<file path="config.mk">
export PLATFORM = sky130hd
export DESIGN_NAME = ex_mem_stage
export DESIGN_NICKNAME = d
export VERILOG_FILES = /design/src/rtl/ex_mem_stage.sv
export SDC_FILE = /design/constraint.sdc
export NUM_CORES = 1
export LEC_CHECK = 0
export ABC_CLOCK_PERIOD_IN_PS = 1700
export BUFFER_PORTS_ARGS = -buffer_cell sky130_fd_sc_hd__clkbuf_2
export CAP_MARGIN = 20
export CELL_PAD_IN_SITES_DETAIL_PLACEMENT = 0
export CELL_PAD_IN_SITES_GLOBAL_PLACEMENT = 1
export CORE_MARGIN = 2
export CORE_UTILIZATION = 34
export CTS_CLUSTER_SIZE = 14
export DETAILED_ROUTE_END_ITERATION = 10
export PLACE_DENSITY_LB_ADDON = 0.1
export SLEW_MARGIN = 20
export SYNTH_ARGS = -nofsm -noshare
export SYNTH_HDL_FRONTEND = slang
export SYNTH_SLANG_ARGS = --single-unit
</file>
<file path="constraint.sdc">
create_clock -name clk -period 1.7 [get_ports clk]
set_input_delay 0.34 -clock clk [delete_from_list [all_inputs] [get_ports clk]]
set_output_delay 0.34 -clock clk [all_outputs]
set_load 0.01 [all_outputs]
</file>
<file path="src/rtl/ex_mem_stage.sv">
// EX/MEM pipeline register: latches ALU results and memory/writeback controls,
// owns the architectural N/V/Z flags and a sticky halt.
module ex_mem_stage #(
    parameter int DATA_W = 16,
    parameter int REG_W  = 4
) (
    input  logic              clk,
    input  logic              rst,
    input  logic              stall,
    input  logic              flush,
    input  logic              ex_valid,
    input  logic [3:0]        ex_opcode,
    input  logic [DATA_W-1:0] ex_alu_out,
    input  logic [DATA_W-1:0] ex_store_data,
    input  logic [REG_W-1:0]  ex_rd,
    input  logic              ex_reg_write,
    input  logic              ex_mem_read,
    input  logic              ex_mem_write,
    input  logic              ex_halt,
    input  logic              ex_flag_we,
    input  logic              ex_n,
    input  logic              ex_v,
    input  logic              ex_z,
    output logic              mem_valid,
    output logic [3:0]        mem_opcode,
    output logic [DATA_W-1:0] mem_alu_out,
    output logic [DATA_W-1:0] mem_store_data,
    output logic [REG_W-1:0]  mem_rd,
    output logic              mem_reg_write,
    output logic              mem_mem_read,
    output logic              mem_mem_write,
    output logic              mem_fwd_en,
    output logic              flag_n,
    output logic              flag_v,
    output logic              flag_z,
    output logic              halted
);

    // Once halted, every unstalled edge behaves like a flush.
    logic bubble;
    assign bubble = flush || (!stall && halted);

    always_ff @(posedge clk or posedge rst) begin
        if (rst) begin
            mem_valid      <= 1'b0;
            mem_opcode     <= '0;
            mem_alu_out    <= '0;
            mem_store_data <= '0;
            mem_rd         <= '0;
            mem_reg_write  <= 1'b0;
            mem_mem_read   <= 1'b0;
            mem_mem_write  <= 1'b0;
            flag_n         <= 1'b0;
            flag_v         <= 1'b0;
            flag_z         <= 1'b0;
            halted         <= 1'b0;
        end else if (bubble) begin
            mem_valid     <= 1'b0;
            mem_reg_write <= 1'b0;
            mem_mem_read  <= 1'b0;
            mem_mem_write <= 1'b0;
        end else if (!stall) begin
            mem_valid      <= ex_valid;
            mem_opcode     <= ex_opcode;
            mem_alu_out    <= ex_alu_out;
            mem_store_data <= ex_store_data;
            mem_rd         <= ex_rd;
            mem_reg_write  <= ex_reg_write & ex_valid;
            mem_mem_read   <= ex_mem_read  & ex_valid;
            mem_mem_write  <= ex_mem_write & ex_valid;
            // ALU already merges unchanged flags, so all three are written together.
            if (ex_valid && ex_flag_we) begin
                flag_n <= ex_n;
                flag_v <= ex_v;
                flag_z <= ex_z;
            end
            if (ex_valid && ex_halt)
                halted <= 1'b1;
        end
    end

    assign mem_fwd_en = mem_valid & mem_reg_write & ~mem_mem_read;

endmodule

</file>
==> results.json, run 1 <==
{
  "nNetsFinal": 273,
  "synth_area_mm2": 0.00188,
  "cts.sinks": 48,
  "cpMaxStageDelayCell": "dfrtp_1",
  "reg2reg_slack_ns": 0.30,
  "post-cts-setup-buffers": 0,
  "clock_path_buffers": 2,
  "finalSetupTns_ns": 0,
  "cp-endpoint": "flag_z",
  "crit_type": "reg2reg",
  "slew_violations": 0,
  "drtAntennaViolNets": 0,
  "critical_path_cell_count": 4,
  "reg2reg_to": "flag_z",
  "slew_headroom_pct": 64.3,
  "cts_tree": "built",
  "drive_gt1_share_pct": 71.0,
  "vias_per_cell": 4.46,
  "syn_nets": 167,
  "grt_start_max_net_pins": 26,
  "vias": 1306,
  "rr_startpoint": "halted",
  "setup_violations": 0,
  "cp.buffers_inverters": 1,
  "die-height_um": 78.3,
  "ir_worst_vdd_uv": 676,
  "synth_cell_types": 14,
  "diodes": 0,
  "critPathMaxStageDelay_ns": 0.44,
  "clkLatencyLatePin_ns": 0.29,
  "fin_util_pct": 47.5,
  "ys_seq_elements": 48,
  "hold_viol": 0,
  "finClkSkew_ns": 0.00275,
  "cp.required_ns": 1.88,
  "crit_family": "flip-flops",
  "crit_path_start": "halted",
  "portBuffers": 101,
  "drc": 0,
  "avgRoutedWirePerCell_um": 13.2,
  "die-area_mm2": 0.00613,
  "hold_class": "in2async",
  "core_area_mm2": 0.00541,
  "areaGrowthSynthToFinish_pct": 36.8,
  "initial_core_util_pct": 34.7,
  "startpoint_type": "register",
  "r2r_cells": 4,
  "powerDensity_mw_per_mm2": 1570,
  "cp_max_fo": 19,
  "crit_arrival_ns": 1.58,
  "status": "completed",
  "antenna_found_initial": 0,
  "first_iter_violations": 17,
  "cts_resized": 0,
  "finalWirelength_mm": 3.88,
  "fin_crit_sh_pct": 82.6,
  "grt_pass1_wl_mm": 6.33,
  "nFillCells": 505,
  "overflow": 0,
  "cts_made_buffers": 5,
  "gp_congestion": 0.759,
  "die_x_um": 78.3,
  "yosysSeqAreaShare_pct": 64.0,
  "rows": 27,
  "first_global_vias": 1378,
  "htree_levels": 2,
  "dpl.hpwl_mm": 3.10,
  "clk_pin_slew_worst_paths_ns": 0.08,
  "min_period_ns": 1.40,
  "fmax_ghz": 0.712,
  "final_area_mm2": 0.00256,
  "worst_pin_slew_ns": 0.535,
  "rsz0062_at_grt": "false",
  "synth_cells": 114,
  "cp-end-kind": "register",
  "io_pins": 102,
  "place_area_mm2": 0.00247,
  "hold_buffers": 0,
  "track_usage_pct": 13.3,
  "drt_first_pass_iters": 4,
  "cts_root_buf": "clkbuf_8",
  "synth_area_per_cell_um2": 16.5,
  "cp_cell_sequence": "nor3_4, buf_12, nand3_4, mux2_4",
  "ys_warn_count": 0,
  "power.leakage_nw": 1.27,
  "drv_cap": 0
}
[cell usage in the layout (no fill, tap or decap), drive strengths merged]
cell	synthesis	layout
a31o	1	1
mux2i	1	1
buf	5	3
inv	1	1
nand2	4	4
nor2	2	2
nor3	1	1
dfrtp	48	48
nand3	1	1
nand3b	3	3
a21oi	3	3
mux2	43	43
clkbuf	0	109
nor2b	1	1
[layout make-up]
cell class	count	area (um^2)	share of cell area [%]
flip-flops and latches	48	1200	46.8
multi-input cells	60	614	24.0
repair buffers	104	566	22.0
clock buffers	8	90.1	3.51
well taps	72	90.1	3.51
inverters	1	3.75	0.146
[state kept, by name (all words and copies together), names as in the netlist]
| register | count |
|---|---|
| mem_alu_out | 16 |
| mem_store_data | 16 |
| mem_mem_write | 1 |
| flag_v | 1 |
| mem_opcode | 4 |
| mem_valid | 1 |
| mem_mem_read | 1 |
| halted | 1 |
| flag_z | 1 |
| mem_rd | 4 |
| flag_n | 1 |
| mem_reg_write | 1 |
[how the worst min path moves through the flow]
stage | startpoint | to | slack, ns | depth (start not counted)
floorplan | flush | mem_mem_read | 0.40 | 1
global placement | rst | mem_alu_out[9] | 0.39 | 2
detailed placement | rst | mem_alu_out[9] | 0.40 | 2
CTS | rst | mem_store_data[7] | 0.08 | 2
global route | rst | mem_alu_out[11] | 0.11 | 2
finish | rst | mem_alu_out[9] | 0.06 | 2
[per-stage QoR]
| step | hold slack, ns | power, W | worst slack (ns) | instances |
|---|---|---|---|---|
| finish | 0.0638 | 0.00404 | 0.296 | 293 |
| global route | 0.108 | 0.00433 | 0.213 | 293 |
| CTS | 0.0834 | 0.00412 | 0.268 | 293 |
| detailed placement | 0.404 | 0.00343 | 0.127 | 285 |
| global placement | 0.386 | 0.00338 | 0.178 | 285 |
| floorplan | 0.403 | 0.00272 | 0.216 | 114 |
[synth_stat cells]
cell / n / area (um^2)
dfrtp_1: 48 / 1200
mux2_2: 40 / 450
buf_6: 5 / 56.3
nand2_1: 4 / 15.0
a21oi_1: 3 / 15.0
mux2_4: 3 / 45.0
nand3b_1: 3 / 22.5
nor2_1: 2 / 7.51
a31o_2: 1 / 8.76
inv_1: 1 / 3.75
mux2i_1: 1 / 10.0
nand3_4: 1 / 17.5
nor2b_1: 1 / 6.26
nor3_4: 1 / 16.3
[logic make-up (layout without fill, tap and decap cells)]
family | after synthesis | in the layout | synth area share, %
flip-flops | 48 | 48 | 64.0
buffers and inverters | 6 | 113 | 3.20
AO/OA/AOI/OAI | 4 | 4 | 1.27
AND/OR/NAND/NOR | 12 | 12 | 4.54
multiplexers | 44 | 44 | 27.0
[power by group]
part,total (W),switching (W),leakage [nW],internal (W)
registers,0.00192,0.000266,0.568,0.00165
clock network,0.000666,0.000335,0.0455,0.000332
logic,0.00145,0.000656,0.655,0.000796
[layer usage]
| layer | up-vias | GRT usage, % | part of all wire (%) |
|---|---|---|---|
| met3 | 5 | 4.71 | 8.4 |
| met1 | 632 | 15.8 | 40 |
| li1 | 610 | - | - |
| met4 | 0 | 5.44 | 1.3 |
| met2 | 59 | 21.9 | 50 |
| met5 | - | 0 | 0 |
Power figures use the tool's default switching activity.
==> inputs of run 2 (changes only) <==
--- a/config.mk
+++ b/config.mk
@@ -5,13 +5,14 @@
 export SDC_FILE = /design/constraint.sdc
 export NUM_CORES = 1
 export LEC_CHECK = 0
-export ABC_CLOCK_PERIOD_IN_PS = 1700
+export ABC_AREA = 1
+export ABC_CLOCK_PERIOD_IN_PS = 1300
 export BUFFER_PORTS_ARGS = -buffer_cell sky130_fd_sc_hd__clkbuf_2
 export CAP_MARGIN = 20
 export CELL_PAD_IN_SITES_DETAIL_PLACEMENT = 0
 export CELL_PAD_IN_SITES_GLOBAL_PLACEMENT = 1
 export CORE_MARGIN = 2
-export CORE_UTILIZATION = 34
+export CORE_UTILIZATION = 31
 export CTS_CLUSTER_SIZE = 14
 export DETAILED_ROUTE_END_ITERATION = 10
 export PLACE_DENSITY_LB_ADDON = 0.1
==> constraint.sdc (replaced) <==
create_clock -name clk -period 1.3 [get_ports clk]
set_input_delay 0.26 -clock clk [delete_from_list [all_inputs] [get_ports clk]]
set_output_delay 0.26 -clock clk [all_outputs]
set_load 0.01 [all_outputs]
==> run 2 against run 1 <==
Utilization fell by 3.1 points. Area after synthesis rose by 2.1%. Sequential share of layout area fell by 1.3 points. First-iteration DRC count rose to 2.5 times the previous value. Critical path depth fell by 2. Worst hold slack improved by 0.092 ns. Worst setup slack got worse by 0.19 ns. Final cell count rose by 36%. Largest power group unchanged.
==> results.json, run 2 <==
{
  "hold_viol": 0,
  "crit_arrival_ns": 0.94,
  "powerDensity_mw_per_mm2": 1030,
  "cp-end-kind": "output port",
  "yosys.area.top_type_share_pct": 62.7,
  "cts.sinks": 48,
  "finalSetupTns_ns": 0,
  "finClkSkew_ns": 0.00305,
  "fin_util_pct": 44.3,
  "regArea_mm2": 0.00120,
  "cpMaxStageDelayCell": "dfrtp_1",
  "slew_headroom_pct": 74.0,
  "gp_congestion": 0.729,
  "synth_area_per_cell_um2": 8.95,
  "core_area_mm2": 0.00596,
  "syn_nets": 267,
  "synth_ff_type": "dfrtp_1",
  "synth_edf_count": 0,
  "r2r_cells": 5,
  "die-area_mm2": 0.00682,
  "synth_top_area_cell": "dfrtp_1",
  "synth_commonest_cells": "nand2_1, dfrtp_1, inv_1",
  "htree_levels": 2,
  "synth_area_mm2": 0.00192,
  "cp-endpoint": "mem_reg_write",
  "power_w": 0.00271,
  "io_pins": 102,
  "drtAntennaViolNets": 0,
  "crit_path_start": "mem_reg_write",
  "cts_root_buf": "clkbuf_8",
  "hold_class": "in2reg",
  "worst_pin_slew_ns": 0.390,
  "wl_met1_mm": 2.00,
  "fin_crit_sh_pct": 92.0,
  "wl_met3_um": 382,
  "critPathMaxStageDelay_ns": 0.40,
  "clk_pin_slew_worst_paths_ns": 0.08,
  "areaGrowthSynthToFinish_pct": 37.8,
  "yosysSeqAreaShare_pct": 62.7,
  "rsz0062_at_grt": "false",
  "wl_met2_mm": 2.20,
  "highest_layer": "met4",
  "initial_core_util_pct": 32.2,
  "cts_tree": "built",
  "rr_startpoint": "halted",
  "drive_gt1_share_pct": 38.4,
  "cp_max_fo": 3,
  "synth_cell_types": 13,
  "crit_type": "reg2out",
  "startpoint_type": "register",
  "synth-async-reset-ratio_pct": 100,
  "reg2reg_to": "mem_alu_out[2]",
  "first_iter_violations": 43,
  "diodes": 0,
  "nNetsFinal": 375,
  "layout_commonest_cell": "nand2_1",
  "cts_made_buffers": 5,
  "setup_violations": 0,
  "dpl.hpwl_mm": 3.39,
  "synth_most_common_cell": "nand2_1",
  "drv_cap": 0,
  "grt_start_max_net_pins": 44,
  "nFillCells": 649,
  "clock_path_buffers": 2,
  "whs_path_depth": 3,
  "finalWirelength_mm": 4.62,
  "die_x_um": 82.6,
  "track_usage_pct": 13.8,
  "min_period_ns": 1.20,
  "reg2reg_slack_ns": 0.18,
  "status": "completed",
  "drc": 0,
  "drt_first_pass_iters": 4,
  "avgRoutedWirePerCell_um": 11.6,
  "ir_worst_vdd_uv": 536,
  "cp.required_ns": 1.04,
  "reg.largest.list": "mem_alu_out: 16 flops, mem_store_data: 16 flops",
  "antenna_found_initial": 0,
  "synthTopCellsByArea": "dfrtp_1, nand2_1, nand2_2",
  "power.leakage_nw": 1.61,
  "fmax_ghz": 0.836,
  "clkLatencyLatePin_ns": 0.29,
  "cp_cell_sequence": "buf_4, clkbuf_2",
  "overflow": 0,
  "final_cell_mix": "nand2_1, clkbuf_2, dfrtp_1, inv_1, nand2_2",
  "vias": 1651,
  "vias_per_cell": 4.15,
  "ys_warn_count": 0,
  "rows": 28,
  "first_global_vias": 1563,
  "ys_seq_elements": 48,
  "slew_violations": 0,
  "synth_cells": 214,
  "die-height_um": 82.6,
  "portBuffers": 101,
  "grt_pass1_wl_mm": 7.19,
  "multi_input_area_um2": 612
}
==> run 2: cell types whose count changed in the layout (fill, tap and decap cells not counted), moves of 3 or more <==
cell	before	now
mux2_2	40	0
o21bai_1	0	3
nand2_2	0	7
a21oi_1	3	0
buf_4	0	4
inv_1	0	8
nand3_1	0	3
nand3b_1	3	0
mux2_4	3	0
nand2_1	4	130
==> run 2: cell type report <==
type	count	share of cell area (%)
flip-flops and latches	48	45.5
inverters	9	1.42
well taps	75	3.55
multi-input cells	149	23.2
repair buffers	109	22.9
clock buffers	8	3.41
==> run 2: cell families (layout without fill, tap and decap cells) <==
| kind of cell | count (synthesis) | in the layout | synth area share, % |
|---|---|---|---|
| AOI/OAI and AO/OA | 4 | 4 | 1.44 |
| DFF | 48 | 48 | 62.7 |
| buffers and inverters | 17 | 126 | 5.36 |
| and+or+nand+nor | 145 | 145 | 30.5 |
==> run 2: timing repair <==
action,CTS,global route
hold endpoints to repair,13,0
endpoints found under the setup margin,0,1
setup buffers,0,1
gates resized for setup,0,1
hold buffers,1,0
==> run 2: worst min-delay path by stage <==
| stage | from | to | slack (ns) |
|---|---|---|---|
| after floorplan | rst | flag_n | 0.29 |
| after global placement | rst | mem_alu_out[14] | 0.27 |
| after detailed placement | rst | mem_alu_out[14] | 0.27 |
| after CTS | ex_store_data[10] | mem_store_data[10] | 0.14 |
| after global routing | ex_store_data[0] | mem_store_data[0] | 0.15 |
| final | ex_store_data[10] | mem_store_data[10] | 0.16 |
==> run 2: report_power, final <==
group | total [W] | leakage (nW) | internal (W) | switching (W)
combinational | 0.000252 | 0.939 | 0.000122 | 0.000130
clock | 0.000892 | 0.0455 | 0.000434 | 0.000457
sequential | 0.00156 | 0.629 | 0.00154 | 0.0000255
==> run 2: critical path, delay by kind of cell, from the launching register on <==
family                 cells  cell delay (ns)
buffers and inverters      2             0.25
flip-flops                 1             0.40
==> run 2: stage by stage <==
stage	std cells	instance area, um^2	setup slack (ns)	hold WS, ns
floorplan	214	1920	0.242	0.290
global placement	388	2530	0.190	0.265
detailed placement	388	2530	0.183	0.268
CTS	397	2630	0.0862	0.145
global route	398	2640	0.00231	0.154
finish	398	2640	0.104	0.155
==> run 2: routing by layer <==
metal / global-route usage, % / vias to the layer above
li1: - / 858
met1: 17.0 / 735
met2: 23.5 / 53
met3: 4.13 / 5
met4: 3.93 / 0
met5: 0 / -
